<file path="src/rtl/mem_arb_pkg.sv">
// Shared definitions for the two-port mem_system arbiter: FSM states,
// requester side encodings and the default WAIT timeout.
package mem_arb_pkg;

  typedef enum logic [1:0] {
    IDLE  = 2'b00,
    ISSUE = 2'b01,
    WAIT  = 2'b10
  } state_t;

  localparam logic SIDE_I = 1'b0;
  localparam logic SIDE_D = 1'b1;

  localparam int TIMEOUT_DEFAULT = 64;

endpackage

</file>
<file path="src/rtl/mem_arb_pick.sv">
// Combinational round-robin pick between the fetch (I) and memory (D) requesters.
module mem_arb_pick
  import mem_arb_pkg::*;
(
  input  logic req_i,
  input  logic req_d,
  input  logic last_gnt,
  output logic gnt_valid,
  output logic gnt_side
);

  // On a tie the side that was not served last wins; otherwise the lone requester.
  always_comb begin
    gnt_valid = req_i | req_d;
    if (req_i && req_d) begin
      gnt_side = ~last_gnt;
    end else if (req_d) begin
      gnt_side = SIDE_D;
    end else begin
      gnt_side = SIDE_I;
    end
  end

endmodule

</file>
<file path="src/rtl/mem_arbiter.sv">
// Shares one mem_system between the read-only I-port and the read/write D-port,
// issuing one latched request at a time and routing the result to its owner.
module mem_arbiter
  import mem_arb_pkg::*;
#(
  parameter int TIMEOUT = TIMEOUT_DEFAULT
) (
  input  logic        clk,
  input  logic        rst,
  input  logic        i_rd,
  input  logic [15:0] i_addr,
  output logic [15:0] i_data_out,
  output logic        i_done,
  output logic        i_hit,
  output logic        i_err,
  output logic        i_stall,
  input  logic        d_rd,
  input  logic        d_wr,
  input  logic [15:0] d_addr,
  input  logic [15:0] d_data_in,
  output logic [15:0] d_data_out,
  output logic        d_done,
  output logic        d_hit,
  output logic        d_err,
  output logic        d_stall,
  output logic [15:0] m_addr,
  output logic [15:0] m_data_in,
  output logic        m_rd,
  output logic        m_wr,
  input  logic [15:0] m_data_out,
  input  logic        m_done,
  input  logic        m_stall,
  input  logic        m_hit,
  input  logic        m_err
);

  localparam int CW = $clog2(TIMEOUT) + 1;

  state_t        state_q, state_d;
  logic [15:0]   lat_addr, lat_data;
  logic          lat_rd, lat_wr, lat_side;
  logic          last_gnt_q;
  logic          illegal_q;
  logic [CW-1:0] cnt_q;

  logic          gnt_valid, gnt_side;
  logic          load, illegal_set, fin, fin_err, drive_bus;
  logic          timeout_hit;

  mem_arb_pick u_pick (
    .req_i     (i_rd),
    .req_d     (d_rd | d_wr),
    .last_gnt  (last_gnt_q),
    .gnt_valid (gnt_valid),
    .gnt_side  (gnt_side)
  );

  assign timeout_hit = (cnt_q == CW'(TIMEOUT - 1));

  // Next-state logic; a pending illegal-request pulse blocks any new grant.
  always_comb begin
    state_d     = state_q;
    load        = 1'b0;
    illegal_set = 1'b0;
    fin         = 1'b0;
    fin_err     = 1'b0;
    drive_bus   = 1'b0;
    case (state_q)
      IDLE: begin
        if (!illegal_q && gnt_valid && !m_stall) begin
          if (gnt_side == SIDE_D && d_rd && d_wr) begin
            illegal_set = 1'b1;
          end else begin
            load    = 1'b1;
            state_d = ISSUE;
          end
        end
      end
      ISSUE: begin
        drive_bus = 1'b1;
        state_d   = WAIT;
      end
      WAIT: begin
        drive_bus = 1'b1;
        fin       = m_done | m_err | timeout_hit;
        fin_err   = m_err | (timeout_hit & ~m_done);
        if (fin) begin
          state_d = IDLE;
        end
      end
      default: state_d = IDLE;
    endcase
  end

  always_ff @(posedge clk) begin
    if (rst) begin
      state_q    <= IDLE;
      last_gnt_q <= SIDE_I;
      illegal_q  <= 1'b0;
    end else begin
      state_q   <= state_d;
      illegal_q <= illegal_set;
      if (illegal_set) begin
        last_gnt_q <= ~last_gnt_q;
      end else if (fin) begin
        last_gnt_q <= lat_side;
      end
    end
  end

  // The request is captured at grant so later requester changes cannot leak onto the bus.
  always_ff @(posedge clk) begin
    if (rst) begin
      lat_addr <= '0;
      lat_data <= '0;
      lat_rd   <= 1'b0;
      lat_wr   <= 1'b0;
      lat_side <= SIDE_I;
    end else if (load) begin
      lat_side <= gnt_side;
      if (gnt_side == SIDE_D) begin
        lat_addr <= d_addr;
        lat_data <= d_data_in;
        lat_rd   <= d_rd;
        lat_wr   <= d_wr;
      end else begin
        lat_addr <= i_addr;
        lat_data <= '0;
        lat_rd   <= 1'b1;
        lat_wr   <= 1'b0;
      end
    end
  end

  always_ff @(posedge clk) begin
    if (rst) begin
      cnt_q <= '0;
    end else if (state_q == ISSUE) begin
      cnt_q <= '0;
    end else if (state_q == WAIT) begin
      cnt_q <= cnt_q + CW'(1);
    end
  end

  // Everything is forced low while reset is asserted, even mid-transaction.
  always_comb begin
    m_addr     = '0;
    m_data_in  = '0;
    m_rd       = 1'b0;
    m_wr       = 1'b0;
    i_data_out = '0;
    d_data_out = '0;
    i_done     = 1'b0;
    i_hit      = 1'b0;
    i_err      = 1'b0;
    d_done     = 1'b0;
    d_hit      = 1'b0;
    d_err      = 1'b0;
    i_stall    = 1'b0;
    d_stall    = 1'b0;
    if (!rst) begin
      if (drive_bus) begin
        m_addr    = lat_addr;
        m_data_in = lat_data;
      end
      if (state_q == ISSUE) begin
        m_rd = lat_rd;
        m_wr = lat_wr;
      end
      i_data_out = m_data_out;
      d_data_out = m_data_out;
      if (fin && lat_side == SIDE_I) begin
        i_done = 1'b1;
        i_hit  = m_hit;
        i_err  = fin_err;
      end
      if (fin && lat_side == SIDE_D) begin
        d_done = 1'b1;
        d_hit  = m_hit;
        d_err  = fin_err;
      end
      if (state_q == IDLE && illegal_q) begin
        d_done = 1'b1;
        d_err  = 1'b1;
      end
      i_stall = i_rd & ~i_done;
      d_stall = (d_rd | d_wr) & ~d_done;
    end
  end

endmodule

</file>
<file path="config.mk">
export PLATFORM = sky130hd
export DESIGN_NAME = mem_arbiter
export DESIGN_NICKNAME = d
export VERILOG_FILES = /design/src/rtl/mem_arb_pkg.sv /design/src/rtl/mem_arb_pick.sv /design/src/rtl/mem_arbiter.sv
export SDC_FILE = /design/constraint.sdc
export NUM_CORES = 1
export LEC_CHECK = 0
export BUFFER_PORTS_ARGS = -buffer_cell sky130_fd_sc_hd__buf_2
export CAP_MARGIN = 0
export CORE_MARGIN = 10
export CORE_UTILIZATION = 40
export DETAILED_ROUTE_END_ITERATION = 8
export GPL_ROUTABILITY_DRIVEN = 1
export GPL_TIMING_DRIVEN = 0
export HOLD_SLACK_MARGIN = 0.05
export PLACE_DENSITY = 0.72
export RECOVER_POWER = 50
export SLEW_MARGIN = 10
export SYNTH_ARGS = -nofsm -noshare
export SYNTH_HDL_FRONTEND = slang
export SYNTH_HIERARCHICAL = 1
export SYNTH_SLANG_ARGS = --single-unit
</file>
<file path="constraint.sdc">
create_clock -name clk -period 1.4 [get_ports clk]
set_input_delay 0.14 -clock clk [delete_from_list [all_inputs] [get_ports clk]]
set_output_delay 0.14 -clock clk [all_outputs]
set_load 0.01 [all_outputs]
</file>
==> impl_metrics.env, run 1 <==
export IMPL_reg2reg_depth=5
export IMPL_power_density_nw_per_um2=1140
export IMPL_postRouteAntennaNets=0
export IMPL_hold_path_class="in2reg"
export IMPL_drc=0
export IMPL_wl_mm=10.5
export IMPL_die_w_microns=102
export IMPL_finalHoldViolations=0
export IMPL_root_buffer="clkbuf_8"
export IMPL_hold_path_endpoint="lat_data[9]$_SDFFE_PP0P_"
export IMPL_ff_latch_area_sq_um=936
export IMPL_holdWs_ps=87.5
export IMPL_vdd_ir_drop_worst_v=0.000677
export IMPL_rsz0062_at_grt="yes"
export IMPL_slew_limit_headroom_pct=50.9
export IMPL_worstSetupPathType="reg2out"
export IMPL_synth_area_sq_um=2670
export IMPL_synth_seq_cells=46
export IMPL_wire_per_inst_microns=18.0
export IMPL_end_kind="primary output"
export IMPL_crit_chain="ha_4, nand4_4, o31ai_4, a22oi_2, and3b_2, buf_6"
export IMPL_grt_pass1_vias=3128
export IMPL_top_usage_layer="met2"
export IMPL_worstSetupStartpointType="flop"
export IMPL_cts_buffers=5
export IMPL_timing_rr_end="state_q[0]$_SDFFE_PP0P_"
export IMPL_multi_input_area_sq_um=2060
export IMPL_clock_sinks=46
export IMPL_antenna_found_initial=1
export IMPL_setup_viol=74
export IMPL_rrSetupSlack_ps=-230
export IMPL_mostFrequentLayoutCells="101 x buf_2, 46 x buf_6, 40 x buf_4, 40 x dfxtp_1, 32 x and2_4"
export IMPL_synth_flop_cell="dfxtp_1"
export IMPL_min_delay_start="d_data_in[9]"
export IMPL_dieArea_sq_um=10300
export IMPL_worstPathRequired_ps=1260
export IMPL_synth_edf_count=0
export IMPL_crit_path_top_delay_cell="dfxtp_2"
export IMPL_fin_ws_ps=-513
export IMPL_synth_async_sr_flop_share_pct=0
export IMPL_die_y_microns=102
export IMPL_grt_usage_pct=18.5
export IMPL_synth_area_leaders="dfxtp_1 35%, and2_1 7.5%, mux2i_1 7.1%, a211oi_2 7.0%, buf_4 5.3%"
export IMPL_grtUsageMet3_pct=8.17
export IMPL_drv_cap=0
export IMPL_coreArea_sq_um=6420
export IMPL_numPortBuffers=146
export IMPL_tightestPinTransition_ps=737
export IMPL_drtIter0Drc=83
export IMPL_tritoncts="done"
export IMPL_crit_path_max_incr_delay_ps=360
export IMPL_clk_pin_slew_worst_paths_ps=90
export IMPL_vias=2985
export IMPL_status="complete, but fails checks"
export IMPL_vias_per_cell=5.11
export IMPL_syn_instance_count=316
export IMPL_ys_warn_count=6
export IMPL_rows=29
export IMPL_layout_drive_gt1_share_pct=69.2
export IMPL_cts_path_max_buffers=2
export IMPL_final_common_cell="buf_2"
export IMPL_hpwl_mm=7.00
export IMPL_num_io_pins=147
export IMPL_power_mw=5.62
export IMPL_ys_seq_area_share_pct=34.5
export IMPL_htree_levels=2
export IMPL_synth_top_area_share_pct=34.5
export IMPL_max_clock_freq_mhz=523
export IMPL_p_leak_nw=2.20
export IMPL_syn_to_final_growth_pct=84.8
export IMPL_slew_viol_final=0
export IMPL_use_met1_pct=19.6
export IMPL_start_util_pct=41.5
export IMPL_yosysTopAreaCell="dfxtp_1"
export IMPL_period_minus_slack_ps=1910
export IMPL_fillCellCount=421
export IMPL_ys_types=41
export IMPL_grt_pass1_wl_mm=15.4
export IMPL_grt_overflow=0
export IMPL_cp_arrival_ps=1770
export IMPL_grt_met2_usage_pct=33.4
export IMPL_fin_util_pct=76.7
export IMPL_hold_path_cell_count=3
export IMPL_finalCritPeriodShare_pct=137
export IMPL_nets=584
export IMPL_dr_pass1_iters=4
export IMPL_fin_setup_tns_ps=-16870
export IMPL_insertedDiodeCount=0
export IMPL_synth_fp_nets=394
export IMPL_crit_fanout=5
export IMPL_gp_congestion=0.764
export IMPL_violations="setup timing"
export IMPL_dp_slack_ps=-421
export IMPL_clk_latency_ps=300
export IMPL_grt_max_degree=19
export IMPL_r2r_start="cnt_q[1]$_SDFFE_PP0N_"
export IMPL_finalClockSkew_ps=6.83
export IMPL_avgSynthCellArea_sq_um=8.44
## state kept, by name, summed over array words and instances, names as in the netlist
register / flops
state_q: 2
cnt_q: 7
lat_data: 16
lat_addr: 16
illegal_q: 1
lat_side: 1
last_gnt_q: 1
lat_rd: 1
lat_wr: 1
## worst max-delay path: cells and delay by family, from the launching register on
kind                       cells  cell delay, ps
buffers and inverters          1             120
and+or+nand+nor                2             440
AOI/OAI and AO/OA              2             390
adders and majority gates      1             150
DFF                            1             360
## Yosys cell counts (2+ instances only)
| library cell | count |
|---|---|
| dfxtp_1 | 46 |
| and2_1 | 32 |
| nor2_1 | 28 |
| nand2_1 | 25 |
| a21oi_1 | 21 |
| nand3_1 | 20 |
| buf_4 | 19 |
| mux2i_1 | 19 |
| nor2b_1 | 17 |
| a211oi_2 | 15 |
| clkbuf_1 | 11 |
| inv_1 | 7 |
| ha_1 | 5 |
| buf_2 | 4 |
| buf_6 | 4 |
| nand2b_1 | 4 |
| nand4_1 | 3 |
| nor3b_1 | 3 |
| o21ai_0 | 3 |
| or2_2 | 3 |
| and3_1 | 2 |
| buf_1 | 2 |
| nor3_1 | 2 |
| or3_1 | 2 |
| xnor2_1 | 2 |
| xor2_1 | 2 |
## logic make-up after synthesis
kind of cell	after synthesis	share of synthesized area (%)
flip-flops	46	34.5
AND/OR/NAND/NOR	147	29.4
multiplexers	19	7.13
XOR/XNOR	4	1.31
adder cells (fa/ha/maj)	5	2.35
AO/OA/AOI/OAI	48	14.7
buffers and inverters	47	10.6
## how the worst max path moves through the flow
| stage | startpoint | endpoint |
|---|---|---|
| floorplan | cnt_q[1]$_SDFFE_PP0N_ | state_q[0]$_SDFFE_PP0P_ |
| global placement | d_wr | lat_data[12]$_SDFFE_PP0P_ |
| detailed placement | d_wr | lat_data[14]$_SDFFE_PP0P_ |
| CTS | cnt_q[1]$_SDFFE_PP0N_ | d_stall |
| global route | cnt_q[1]$_SDFFE_PP0N_ | d_err |
| finish | cnt_q[1]$_SDFFE_PP0N_ | d_stall |
## area by class of cell
class	count	area share, %
buffer	33	5.92
clock buffer	6	1.68
clock inverter	2	0.254
inverter	7	0.635
multi-input combinational	223	41.8
sequential	46	19.0
tap	77	1.95
timing repair buffer	190	28.8
## timing repair
action,4_1_cts,5_1_grt
pin swaps,46,30
hold buffers,0,0
setup endpoints to repair,104,90
gates resized for setup,98,84
setup buffers,30,9
gates cloned,7,0
## stage by stage
| stage | cells | instance area, sq um |
|---|---|---|
| floorplan | 316 | 2940 |
| global placement | 539 | 3770 |
| detailed placement | 539 | 3770 |
| CTS | 580 | 4610 |
| global route | 584 | 4930 |
| finish | 584 | 4930 |
## routing by layer
| metal | vias to the layer above | wire length, microns |
|---|---|---|
| met2 | 132 | 5370 |
| li1 | 1429 | - |
| met4 | 2 | 155 |
| met5 | - | 13 |
| met1 | 1405 | 3970 |
| met3 | 17 | 1010 |
## report_power, final
| group | leakage (nW) | internal, mW | total, mW | switching [mW] |
|---|---|---|---|---|
| clock | 0.0472 | 0.397 | 0.856 | 0.458 |
| sequential | 0.380 | 1.53 | 1.73 | 0.194 |
| combinational | 1.77 | 1.65 | 3.04 | 1.39 |
Note: power is estimated with default switching activity, not from simulation.
==> run 2, diff against run 1 <==
Settings changed: CORE_UTILIZATION 40 to 48, PLACE_DENSITY 0.72 to 0.82.
Clock period 1.4 ns to 2.46 ns, I/O delays scaled along.
==> impl_metrics.env, run 2 (synthesis results as in run 1) <==
export IMPL_die_w_microns=94.6
export IMPL_finalClockSkew_ps=9.47
export IMPL_power_density_nw_per_um2=634
export IMPL_dpl_instance_area_sq_um=3490
export IMPL_nets=547
export IMPL_worstSetupStartpointType="flop"
export IMPL_worstPathRequired_ps=2210
export IMPL_status="finished clean"
export IMPL_p_leak_nw=1.69
export IMPL_slew_limit_headroom_pct=60.7
export IMPL_die_y_microns=94.6
export IMPL_critPathMostFrequentCell="buf_2"
export IMPL_drtIter0Drc=66
export IMPL_p_switching_mw=0.794
export IMPL_fin_area_sq_um=3460
export IMPL_layout_drive_gt1_share_pct=36.4
export IMPL_final_common_cell="buf_2"
export IMPL_crit_chain="inv_1, ha_1, buf_2, nand2_1, or3_2, a21oi_1, nor3b_1, buf_2"
export IMPL_hpwl_mm=6.55
export IMPL_period_minus_slack_ps=2350
export IMPL_root_buffer="clkbuf_8"
export IMPL_p_int_mw=1.40
export IMPL_holdWs_ps=201
export IMPL_wl_mm=7.99
export IMPL_coreArea_sq_um=5440
export IMPL_top_usage_layer="met2"
export IMPL_drv_cap=0
export IMPL_cts_buffers=5
export IMPL_power_mw=2.20
export IMPL_use_met1_pct=17.6
export IMPL_setup_viol=0
export IMPL_grt_max_degree=16
export IMPL_grt_pass1_vias=2737
export IMPL_hold_path_class="in2reg"
export IMPL_fillCellCount=540
export IMPL_finalCritPeriodShare_pct=95.4
export IMPL_cts_path_max_buffers=2
export IMPL_drc=0
export IMPL_vias=2668
export IMPL_htree_levels=2
export IMPL_crit_path_max_incr_delay_ps=460
export IMPL_pwr_share_comb_pct=37.1
export IMPL_seq_power_share_pct=41.9
export IMPL_rows=27
export IMPL_dr_pass1_iters=4
export IMPL_clock_sinks=46
export IMPL_swShare_pct=36.2
export IMPL_crit_path_top_delay_cell="or3_2"
export IMPL_slew_viol_final=0
export IMPL_pwr_share_clk_pct=21.0
export IMPL_tritoncts="done"
export IMPL_antenna_found_initial=0
export IMPL_insertedDiodeCount=0
export IMPL_num_io_pins=147
export IMPL_rsz0062_at_grt="yes"
export IMPL_vdd_ir_drop_worst_v=0.000318
export IMPL_grtUsageMet3_pct=7.45
export IMPL_largestRegisters="lat_addr x16, lat_data x16, cnt_q x7"
export IMPL_start_util_pct=49.0
export IMPL_postRouteAntennaNets=0
export IMPL_syn_to_final_growth_pct=29.9
export IMPL_wire_per_inst_microns=14.7
export IMPL_fin_ws_ps=113
export IMPL_end_kind="primary output"
export IMPL_clk_pin_slew_worst_paths_ps=90
export IMPL_mostFrequentLayoutCells="127 x buf_2, 46 x dfxtp_1, 34 x clkbuf_1, 32 x and2_1, 28 x nor2_1"
export IMPL_numPortBuffers=146
export IMPL_fin_setup_tns_ps=0
export IMPL_grt_pass1_wl_mm=12.4
export IMPL_hold_buffers=0
export IMPL_dp_slack_ps=345
export IMPL_grt_usage_pct=16.9
export IMPL_grt_overflow=0
export IMPL_gp_congestion=0.844
export IMPL_clk_latency_ps=300
export IMPL_finalHoldViolations=0
export IMPL_vias_per_cell=4.92
export IMPL_dieArea_sq_um=8940
export IMPL_cp_arrival_ps=2100
export IMPL_worstSetupPathType="reg2out"
export IMPL_grt_met2_usage_pct=29.9
export IMPL_max_clock_freq_mhz=426
export IMPL_crit_fanout=10
export IMPL_tightestPinTransition_ps=589
## run 2: changes by cell type in the layout (fill, tap and decap cells not counted), moves of 24 or more
cell / delta
and2_4: -32
buf_6: -45
buf_2: +26
buf_4: -24
and2_1: +32
## run 2: final timing paths
path / endpoint / slack [ps] / startpoint / cells after the start
worst max-delay path: i_stall / 110 / state_q[0]$_SDFFE_PP0P_ / 8
worst min-delay path: lat_data[13]$_SDFFE_PP0P_ / 200 / d_data_in[13] / 3
worst min register to register: lat_data[6]$_SDFFE_PP0P_ / 450 / lat_data[6]$_SDFFE_PP0P_ / 2
worst max register to register: lat_addr[6]$_SDFFE_PP0P_ / 260 / last_gnt_q$_SDFFE_PP0P_ / 7
## run 2: through the flow
| stage | utilization (%) | cells |
|---|---|---|
| floorplan | - | 316 |
| global placement | 64.1 | 534 |
| detailed placement | 64.1 | 534 |
| CTS | 65.9 | 542 |
| global route | 63.7 | 542 |
| finish | 63.7 | 542 |
## run 2: layer usage
metal / vias up / wire (microns)
li1: 1358 / -
met1: 1199 / 3170
met2: 103 / 3850
met3: 8 / 865
met4: 0 / 102
met5: - / 0
## run 2: cell type report
class                   instances  area, sq um  area share [%]
multi-input cells             223         1410            40.6
flip-flops and latches         46          921            26.6
repair buffers                146          702            20.3
plain buffers                  40          230            6.65
well taps                      72         90.1            2.60
clock buffers                   5         68.8            1.99
inverters                       7         26.3           0.758
clock inverters                 3         21.3           0.614
## run 2: repair_timing
item,in CTS,in global routing
hold endpoints to repair,0,0
setup buffers,0,0
gates cloned,0,0
endpoints found under the setup margin,1,24
gates resized for setup,1,3
## run 2: worst max-delay path: cells and delay by family, from the launching register on
kind | cells | cell delay (ps)
fa+ha+maj | 1 | 150
buf+inv | 3 | 490
simple gates | 3 | 650
compound gates | 1 | 170
flops | 1 | 340
## run 2: power groups by stage
| stage | Clock (mW) | Sequential [mW] | Combinational (mW) |
|---|---|---|---|
| final | 0.462 | 0.921 | 0.814 |
| after global routing | 0.501 | 0.936 | 0.916 |
| after CTS | 0.476 | 0.921 | 0.896 |
| after detailed placement | 0 | 0.939 | 0.890 |
| after global placement | 0 | 0.933 | 0.861 |
| after floorplan | 0 | 0.924 | 0.624 |
==> run 3, diff against run 2 <==
Settings changed: MAX_ROUTING_LAYER set to met4.
==> impl_metrics.env, run 3 (synthesis results as in run 1) <==
export IMPL_worstPathRequired_ps=2210
export IMPL_die_y_microns=94.6
export IMPL_mostFrequentLayoutCells="135 x buf_2, 46 x dfxtp_1, 32 x and2_1, 28 x nor2_1"
export IMPL_clk_pin_slew_worst_paths_ps=90
export IMPL_grt_usage_pct=17.5
export IMPL_slew_viol_final=0
export IMPL_multi_input_area_sq_um=1470
export IMPL_reg2reg_depth=7
export IMPL_drtIter0Drc=60
export IMPL_nets=547
export IMPL_grt_max_degree=16
export IMPL_drv_cap=0
export IMPL_hold_path_endpoint="lat_data[13]$_SDFFE_PP0P_"
export IMPL_grt_overflow=0
export IMPL_p_int_mw=1.45
export IMPL_worstSetupStartpointType="flop"
export IMPL_max_clock_freq_mhz=427
export IMPL_finalClockSkew_ps=8.53
export IMPL_clk_latency_ps=300
export IMPL_die_w_microns=94.6
export IMPL_insertedDiodeCount=0
export IMPL_coreArea_sq_um=5440
export IMPL_r2r_start="last_gnt_q$_SDFFE_PP0P_"
export IMPL_grt_pass1_vias=2731
export IMPL_p_leak_nw=1.74
export IMPL_fin_util_pct=65.6
export IMPL_grt_pass1_wl_mm=12.4
export IMPL_pwr_share_comb_pct=39.0
export IMPL_htree_levels=2
export IMPL_period_minus_slack_ps=2340
export IMPL_power_density_nw_per_um2=636
export IMPL_antenna_found_initial=0
export IMPL_dieArea_sq_um=8940
export IMPL_fin_cells=542
export IMPL_vias_per_cell=4.92
export IMPL_p_switching_mw=0.824
export IMPL_vdd_ir_drop_worst_v=0.000294
export IMPL_layout_drive_gt1_share_pct=41.1
export IMPL_fin_area_sq_um=3570
export IMPL_place_inst=534
export IMPL_rrSetupSlack_ps=450
export IMPL_postRouteAntennaNets=0
export IMPL_holdWs_ps=201
export IMPL_crit_fanout=10
export IMPL_wl_mm=7.98
export IMPL_pwr_share_clk_pct=20.4
export IMPL_vias=2664
export IMPL_hpwl_mm=6.55
export IMPL_seq_power_share_pct=40.6
export IMPL_ctsResizeCount=1
export IMPL_tritoncts="done"
export IMPL_wire_per_inst_microns=14.7
export IMPL_status="finished clean"
export IMPL_num_io_pins=147
export IMPL_hold_path_cell_count=3
export IMPL_tightestPinTransition_ps=672
export IMPL_largestRegisters="lat_addr x16, lat_data x16, cnt_q x7"
export IMPL_final_common_cell="buf_2"
export IMPL_cts_path_max_buffers=2
export IMPL_hold_path_class="in2reg"
export IMPL_finalCritPeriodShare_pct=95.2
export IMPL_rows=27
export IMPL_root_buffer="clkbuf_8"
export IMPL_timing_rr_end="lat_rd$_SDFFE_PP0P_"
export IMPL_syn_to_final_growth_pct=33.8
export IMPL_dr_pass1_iters=4
export IMPL_fillCellCount=516
export IMPL_setup_viol=0
export IMPL_drc=0
export IMPL_finalHoldViolations=0
export IMPL_cp_arrival_ps=2100
export IMPL_slew_limit_headroom_pct=55.2
export IMPL_min_delay_start="d_data_in[13]"
export IMPL_clock_sinks=46
export IMPL_gp_congestion=0.857
export IMPL_worstSetupPathType="reg2out"
export IMPL_ff_latch_area_sq_um=921
export IMPL_start_util_pct=49.0
export IMPL_cts_buffers=5
export IMPL_hold_buffers=0
export IMPL_end_kind="primary output"
export IMPL_numPortBuffers=146
export IMPL_dpl_instance_area_sq_um=3490
export IMPL_swShare_pct=36.3
export IMPL_post_cts_setup_buffer_count=0
run 3: changes by cell type in the layout (fill, tap and decap cells not counted), moves of 2 or more:
cell / before / now
buf_4: 16 / 18
clkbuf_1: 34 / 25
a211oi_2: 4 / 15
clkbuf_2: 6 / 1
a211oi_1: 12 / 1
buf_6: 1 / 4
buf_2: 127 / 135
run 3: worst max-delay path: stages (launching register included):
cell and delay (ps):
dfxtp_1 380, inv_1 100, ha_1 210, clkbuf_4 190, o21ai_0 200, o31ai_2 190
a22oi_1 220, and3b_1 180, buf_2 130
run 3: layer usage:
metal  vias to the layer above  track usage (%)  part of all wire [%]
li1                       1352                -                     -
met1                      1206             18.3                    40
met2                        99             29.9                    49
met3                         7             7.14                   9.6
met4                         0             4.49                   1.0
met5                         -                -                     0
run 3: worst max-delay path by stage:
stage | from | end | slack (ps) | depth (start not counted)
2_1_floorplan | state_q[0]$_SDFFE_PP0P_ | d_hit | 650 | 7
3_3_place_gp | state_q[0]$_SDFFE_PP0P_ | d_stall | 440 | 8
3_5_place_dp | state_q[0]$_SDFFE_PP0P_ | d_stall | 340 | 8
4_1_cts | state_q[0]$_SDFFE_PP0P_ | m_data_in[11] | 30 | 6
5_1_grt | state_q[0]$_SDFFE_PP0P_ | d_stall | -20 | 8
6_report | state_q[0]$_SDFFE_PP0P_ | d_stall | 120 | 8
run 3: stage by stage:
step	power (mW)	setup slack, ps	TNS (ps)
finish	2.27	117	0
global route	2.43	-21.0	-21.0
CTS	2.29	31.2	0
detailed placement	1.83	345	0
global placement	1.79	439	0
floorplan	1.55	652	0
run 3: power groups by stage:
stage          logic [mW]  registers, mW  clock network (mW)
6_report            0.886          0.922               0.463
2_1_floorplan       0.624          0.924                   0
4_1_cts             0.896          0.921               0.476
3_5_place_dp        0.890          0.939                   0
5_1_grt             0.988          0.936               0.505
3_3_place_gp        0.861          0.933                   0
run 3: final cells by class:
type / count / share of cell area (%)
Buffer: 40 / 7.19
Clock buffer: 5 / 1.93
Clock inverter: 3 / 0.596
Inverter: 7 / 0.736
Multi-Input combinational cell: 223 / 41.2
Sequential cell: 46 / 25.8
Tap cell: 72 / 2.52
Timing Repair Buffer: 146 / 20.0
